===== src/rtl/snake_body_buffer.sv =====
// Snake body store: up to MAX_LEN (x,y) segments with the newest head at index 0.
// Provides queued growth, sticky self-collision, a registered occupancy query and a renderer read port.
module snake_body_buffer #(
    parameter int COORD_W  = 4,
    parameter int MAX_LEN  = 16,
    parameter int INIT_LEN = 4,
    localparam int LEN_W   = $clog2(MAX_LEN + 1),
    localparam int IDX_W   = $clog2(MAX_LEN)
) (
    input  logic               clk,
    input  logic               rst,
    input  logic               clear,
    input  logic               step,
    input  logic [COORD_W-1:0] head_x,
    input  logic [COORD_W-1:0] head_y,
    input  logic               grow,
    output logic [LEN_W-1:0]   len_out,
    output logic               full,
    output logic               self_hit,
    input  logic [COORD_W-1:0] q_x,
    input  logic [COORD_W-1:0] q_y,
    output logic               q_hit,
    input  logic [IDX_W-1:0]   rd_idx,
    output logic [COORD_W-1:0] rd_x,
    output logic [COORD_W-1:0] rd_y,
    output logic               rd_vld
);

    localparam logic [LEN_W-1:0] LEN_MAX  = LEN_W'(MAX_LEN);
    localparam logic [LEN_W-1:0] LEN_INIT = LEN_W'(INIT_LEN);
    localparam logic [LEN_W-1:0] LEN_ONE  = LEN_W'(1);

    logic [COORD_W-1:0] seg_x [MAX_LEN];
    logic [COORD_W-1:0] seg_y [MAX_LEN];
    logic [LEN_W-1:0]   len;
    logic [LEN_W-1:0]   grow_cnt;

    logic               do_grow;
    logic [LEN_W-1:0]   new_len;
    logic [LEN_W-1:0]   grow_cnt_nxt;
    logic               head_hit;
    logic               query_hit;
    logic [COORD_W-1:0] rd_x_nxt;
    logic [COORD_W-1:0] rd_y_nxt;
    logic               rd_vld_nxt;

    assign len_out = len;
    assign full    = (len == LEN_MAX);

    always_comb begin
        do_grow      = ((grow_cnt != '0) || grow) && (len < LEN_MAX);
        new_len      = do_grow ? (len + LEN_ONE) : len;
        grow_cnt_nxt = grow_cnt;
        head_hit     = 1'b0;
        query_hit    = 1'b0;
        rd_x_nxt     = '0;
        rd_y_nxt     = '0;
        rd_vld_nxt   = (LEN_W'(rd_idx) < len);

        // A grow coincident with a consuming step cancels out; otherwise grows queue up.
        if (step && do_grow) begin
            if (!grow) begin
                grow_cnt_nxt = grow_cnt - LEN_ONE;
            end
        end else if (grow && (grow_cnt != LEN_MAX)) begin
            grow_cnt_nxt = grow_cnt + LEN_ONE;
        end

        for (int i = 0; i < MAX_LEN; i++) begin
            if (LEN_W'(i) < len) begin
                if ((seg_x[i] == q_x) && (seg_y[i] == q_y)) begin
                    query_hit = 1'b1;
                end
                // The tail cell is vacated by a non-growing step, so it cannot be hit.
                if ((seg_x[i] == head_x) && (seg_y[i] == head_y) &&
                    ((LEN_W'(i) != (len - LEN_ONE)) || do_grow)) begin
                    head_hit = 1'b1;
                end
            end
        end

        if (int'(rd_idx) < MAX_LEN) begin
            rd_x_nxt = seg_x[rd_idx];
            rd_y_nxt = seg_y[rd_idx];
        end
    end

    always_ff @(posedge clk) begin
        if (rst || clear) begin
            for (int i = 0; i < MAX_LEN; i++) begin
                seg_x[i] <= '0;
                seg_y[i] <= '0;
            end
            len      <= LEN_INIT;
            grow_cnt <= '0;
            self_hit <= 1'b0;
            q_hit    <= 1'b0;
            rd_x     <= '0;
            rd_y     <= '0;
            rd_vld   <= 1'b0;
        end else begin
            grow_cnt <= grow_cnt_nxt;
            q_hit    <= query_hit;
            rd_x     <= rd_x_nxt;
            rd_y     <= rd_y_nxt;
            rd_vld   <= rd_vld_nxt;
            if (step) begin
                len <= new_len;
                if (head_hit) begin
                    self_hit <= 1'b1;
                end
                seg_x[0] <= head_x;
                seg_y[0] <= head_y;
                // Slots beyond the new length are cleared so unused entries always read 0.
                for (int i = 1; i < MAX_LEN; i++) begin
                    if (LEN_W'(i) >= new_len) begin
                        seg_x[i] <= '0;
                        seg_y[i] <= '0;
                    end else begin
                        seg_x[i] <= seg_x[i-1];
                        seg_y[i] <= seg_y[i-1];
                    end
                end
            end
        end
    end

endmodule


===== config.mk =====
export PLATFORM = sky130hd
export DESIGN_NAME = snake_body_buffer
export DESIGN_NICKNAME = d
export VERILOG_FILES = /design/src/rtl/snake_body_buffer.sv
export SDC_FILE = /design/constraint.sdc
export NUM_CORES = 1
export LEC_CHECK = 0
export BUFFER_PORTS_ARGS = -buffer_cell sky130_fd_sc_hd__buf_2
export CELL_PAD_IN_SITES_DETAIL_PLACEMENT = 1
export CELL_PAD_IN_SITES_GLOBAL_PLACEMENT = 2
export CORE_MARGIN = 1
export CORE_UTILIZATION = 35
export CTS_BUF_LIST = sky130_fd_sc_hd__clkbuf_8
export DETAILED_ROUTE_END_ITERATION = 10
export GPL_ROUTABILITY_DRIVEN = 0
export PLACE_DENSITY = 0.7
export SETUP_SLACK_MARGIN = 0.2
export SLEW_MARGIN = 40
export SYNTH_ARGS = -nofsm -noshare
export SYNTH_HDL_FRONTEND = slang
export SYNTH_SLANG_ARGS = --single-unit

===== constraint.sdc =====
create_clock -name clk -period 9.82 [get_ports clk]
set_clock_uncertainty 0.1 [all_clocks]
set_input_delay 0.982 -clock clk [delete_from_list [all_inputs] [get_ports clk]]
set_output_delay 0.982 -clock clk [all_outputs]
set_load 0.1 [all_outputs]

# Word-level counts from Yosys, hierarchy flattened
# Memory sizes are Yosys's and may differ from the RTL's. A register that Yosys moved wholly into a read port is not among the register bits.
# Cells that the tools add are included.
[classes]
add_sub_neg = 4
magnitude_cmp = 33
eq_ne = 82
muxes = 255
bitwise_logic = 62
reduce_logical = 74
[op_table]
columns = ["operator", "count"]
rows = [
  ["$eq A4 B4 Y1", 64],
  ["$mux W4", 62],
  ["$mux W1", 189],
  ["$or A1 B1 Y1", 62],
  ["$logic_and A1 B1 Y1", 51],
  ["$ge A4 B5 Y1 const A", 8],
  ["$lt A4 B5 Y1 const A", 8],
  ["$ne A4 B5 Y1 const A", 8],
  ["$ge A3 B5 Y1 const A", 4],
  ["$lt A3 B5 Y1 const A", 4],
  ["$mux W5", 4],
  ["$ne A3 B5 Y1 const A", 4],
  ["$logic_or A1 B1 Y1", 18],
  ["$add A5 B1 Y5 const B", 2],
  ["$ge A2 B5 Y1 const A", 2],
  ["$lt A1 B5 Y1 const A", 2],
  ["$lt A2 B5 Y1 const A", 2],
  ["$ne A2 B5 Y1 const A", 2],
  ["$reduce_bool A5 Y1", 2],
  ["$sub A5 B1 Y5 const B", 2],
  ["$eq A5 B5 Y1 const B", 1],
  ["$ge A1 B5 Y1 const A", 1],
  ["$lt A4 B5 Y1", 1],
  ["$lt A5 B5 Y1 const B", 1],
  ["other kinds (5)", 6],
]
[totals]
regBits = 13
mem_bits_rw = 128
input_bits = 25
wordCells = 517
mem_count = 2
[mem_list]
columns = ["memory", "depth", "word_bits", "read_ports", "rd_ports_with_merged_regs", "wr", "line", "source"]
rows = [
  ["seg_x", 16, 4, 17, 1, 16, "33", "logic [COORD_W-1:0] seg_x [MAX_LEN];"],
  ["seg_y", 16, 4, 17, 1, 16, "34", "logic [COORD_W-1:0] seg_y [MAX_LEN];"],
]

# Depth between registers and ports, before layout
[depth]
ltp_word = 38
depth_mapped = 11
ltp_nobuf = 11

# Worst setup path after synthesis
# Ideal clock, no wire load.
[synth_path]
path_kind = "in2reg"
from = "input rst"
to = "memory seg_x[0][0], enable pin"
setup_time_ps = 495
t_arrival_ps = 3745
t_required_ps = 9225
setup_slack_ps = 5480
path_stages = 1
n_path_buf = 0
cell_sequence = "or3_1"
[synth_rtl]
columns = ["element", "line", "source"]
rows = [
  ["start: declaration", "11", "input logic rst,"],
  ["end: declaration", "33", ""],
]

==> impl_metrics.yaml <==
final_layout:
  fill_cells: 3188
  layout-drive-gt1-share_pct: 15.2
  regArea_um2: 4260
  multi_input_area_um2: 5860
  final_area_um2: 11300
  fin_nets: 972
  final_util_pct: 39.0
  area_growth_pct: 8.76
timing:
  relSlewSlack_pct: 46.1
  worstMarginPinSlew_ns: 0.803
  final-setup-viol-count: 0
  hold_viol: 0
  drv_slew: 0
  tns_ns: 0
  rsz0062_at_grt: "no"
  fin_crit_ns: 3.41
  period_share_pct: 34.7
  max_clock_freq_mhz: 293
die:
  die_h_um: 175
  rows: 62
  die_area_um2: 30500
  core_um2: 29000
  initial_core_util_pct: 35.9
  ios: 42
  die_w_um: 175
worst_hold_path:
  min-delay-start: "grow_cnt[4]"
  min_path_type: "register to register"
grt:
  grt_pass1_wl_um: 56400
  grt_usage_pct: 25.8
  grt-ovfl-total: 0
  grt_pass1_vias: 7782
  antenna_found_initial: 1
  grt_max_degree: 81
worst_setup_path:
  r2r-start: "len_out[0]"
  crit_start: "len_out[0]"
  cp_max_fo: 16
  r2r_slack_ns: 6.41
  cp.arrival_ns: 3.54
  cp-start-kind: "register"
  worstSetupPathType: "register to register"
  ff2ff_path_depth: 6
  cp-end-kind: "register"
  endpoint: "seg_y[5][1]"
  timing.rr.end: "seg_y[5][1]"
  cp.required_ns: 9.95
pwr:
  p_leak_uw: 0.00419
  p_per_area_nw_per_um2: 133
  finalPower_uw: 1500
  ir_worst_vdd_mv: 0.0891
route:
  ant_nets: 0
  first_pass_iters: 5
  wire_per_inst_um: 28.5
  drc_errors: 0
  drt_wl_total_um: 37900
  drtIter0Drc: 773
  vias_per_cell: 5.79
  vias: 7715
placed_design:
  dp_hpwl_um: 26500
  placed_cell_area_um2: 10900
  io_buffers: 41
synth:
  ys_types: 61
  ys_top_cells_by_area: "edfxtp_1 37%, xnor2_1 15%, mux4_2 8.6%"
  synth_xor_area_share_pct: 22.8
  ys_seq_elements: 149
  synthSimpleGateAreaFrac_pct: 16.5
  syn_nets: 959
  yosys.area_share.adder_pct: 1.63
  yosysTopAreaCell: "edfxtp_1"
  avgSynthCellArea_um2: 11.3
  synth_top_family_by_area: "XOR/XNOR gates"
  muxShareOfSynthArea_pct: 9.36
  synthCells: 921
  synth_ff_type: "edfxtp_1"
  seq_area_frac_synth_pct: 40.9
  synth_top_area_share_pct: 36.9
  synth_enable_flop_cells: 128
  ys_warn_count: 0
  async_flop_share_pct: 0
  synth_compound_area_share_pct: 5.86
  syn_area_um2: 10400
run_status:
  status: "finished clean"
cts:
  clkTransAtPathRegs_ns: 0.09
  cts_tree: "yes"
  clock-sinks: 149
  cts_resized: 0
  cts_hold_buf: 0
  clock_latency_ns: 0.50
  cts_buffer_depth: 2
  cts_root_buf: "clkbuf_8"
  cts_setup_buffers: 0
  cts_buffers: 17
  cts_htree_levels: 4
run:
  drv_cap: 0
-- power breakdown --
group	internal, µW	leakage [µW]	total, µW	switching (µW)
registers	708	0.00166	753	45.4
logic	99.9	0.00233	246	146
clock network	238	0.000199	503	265
-- stage by stage --
| stage | hold slack [ns] | setup WS, ns | instances |
|---|---|---|---|
| finish | 0.481 | 6.41 | 1332 |
| global placement | 0.442 | 6.27 | 1299 |
| detailed placement | 0.472 | 6.21 | 1299 |
| global route | 0.509 | 6.24 | 1331 |
| floorplan | 0.415 | 5.48 | 921 |
| CTS | 0.494 | 6.50 | 1331 |
-- flip-flops by register name, summed over array words and instances, names as in the netlist --
name      count
seg_x        64
q_hit         1
rd_vld        1
self_hit      1
len_out       5
rd_x          4
rd_y          4
grow_cnt      5
seg_y        64
-- synth_stat cells (2+ instances only) --
cell type / count
xnor2_1: 174
edfxtp_1: 128
and2_1: 97
xor2_1: 95
mux4_2: 40
nand4_1: 40
buf_2: 31
nor2_1: 31
nor4_1: 24
and3_1: 22
dfxtp_1: 21
nor3_1: 19
clkbuf_1: 18
nor2b_1: 17
a21oi_1: 15
inv_1: 15
nand2_1: 15
a31oi_1: 13
ha_1: 12
nand3_1: 7
o21ai_0: 7
a21o_1: 6
mux2i_1: 6
or2_2: 6
or3_1: 6
a21oi_2: 4
buf_1: 4
a211oi_1: 3
o211ai_1: 3
o31a_1: 3
a2111oi_0: 2
a21oi_4: 2
a31oi_2: 2
clkinv_1: 2
nor2_2: 2
o2111ai_1: 2
o21a_1: 2
or4_1: 2
-- worst min-delay path by stage --
stage / slack [ns] / cells after the start / end
after detailed placement: 0.47 / 2 / grow_cnt[4]
final: 0.48 / 2 / grow_cnt[4]
after floorplan: 0.41 / 2 / grow_cnt[4]
after global placement: 0.44 / 2 / grow_cnt[4]
after CTS: 0.49 / 2 / grow_cnt[4]
after global routing: 0.51 / 2 / grow_cnt[4]
-- cell type report --
type / count / share of cell area, %
Clock inverter: 13 / 1.17
Antenna cell: 1 / 0.0221
Inverter: 17 / 0.563
Sequential cell: 149 / 37.6
Tap cell: 384 / 4.24
Multi-Input combinational cell: 702 / 51.8
Clock buffer: 19 / 2.31
Timing Repair Buffer: 47 / 2.29
-- cells by family (layout without fill, tap and decap cells) --
family	count (synthesis)	after routing
AO/OA/AOI/OAI	78	78
XOR/XNOR	270	270
adder cells (fa/ha/maj)	13	13
buffers and inverters	70	96
flip-flops	149	149
multiplexers	47	47
other	0	1
AND/OR/NAND/NOR	294	294
-- metal layers --
layer  global-route usage (%)  up-vias  routed length [µm]  share of wire [%]
li1                         -     3327                   -                  -
met4                     9.31        0                1220                3.2
met5                        0        -                   0                  0
met1                     35.5     3976               16500                 43
met2                     40.7      345               17800                 47
met3                     4.55       67                2430                6.4
-- cells in the final DEF, fill, tap and decap left out, types with 12 or more instances in the layout --
cell / netlist / final
dfxtp_1: 21 / 21
xnor2_1: 174 / 174
buf_2: 31 / 39
nor2b_1: 17 / 17
edfxtp_1: 128 / 128
a21oi_1: 15 / 15
clkbuf_8: 0 / 19
ha_1: 12 / 12
and3_1: 22 / 22
and2_1: 97 / 97
a31oi_1: 13 / 13
nor4_1: 24 / 24
nor3_1: 19 / 19
nand4_1: 40 / 40
inv_1: 15 / 18
nor2_1: 31 / 31
xor2_1: 95 / 95
mux4_2: 40 / 40
nand2_1: 15 / 15
-- critical path, stage by stage (launching register included) --
cell and delay (ns):
dfxtp_1 0.72, nand3_1 0.30, a211oi_2 0.43, xnor2_1 0.42, a31oi_2 0.45, nor2_1 0.60
nor2b_1 0.12
(Power assumes the default switching activity.)
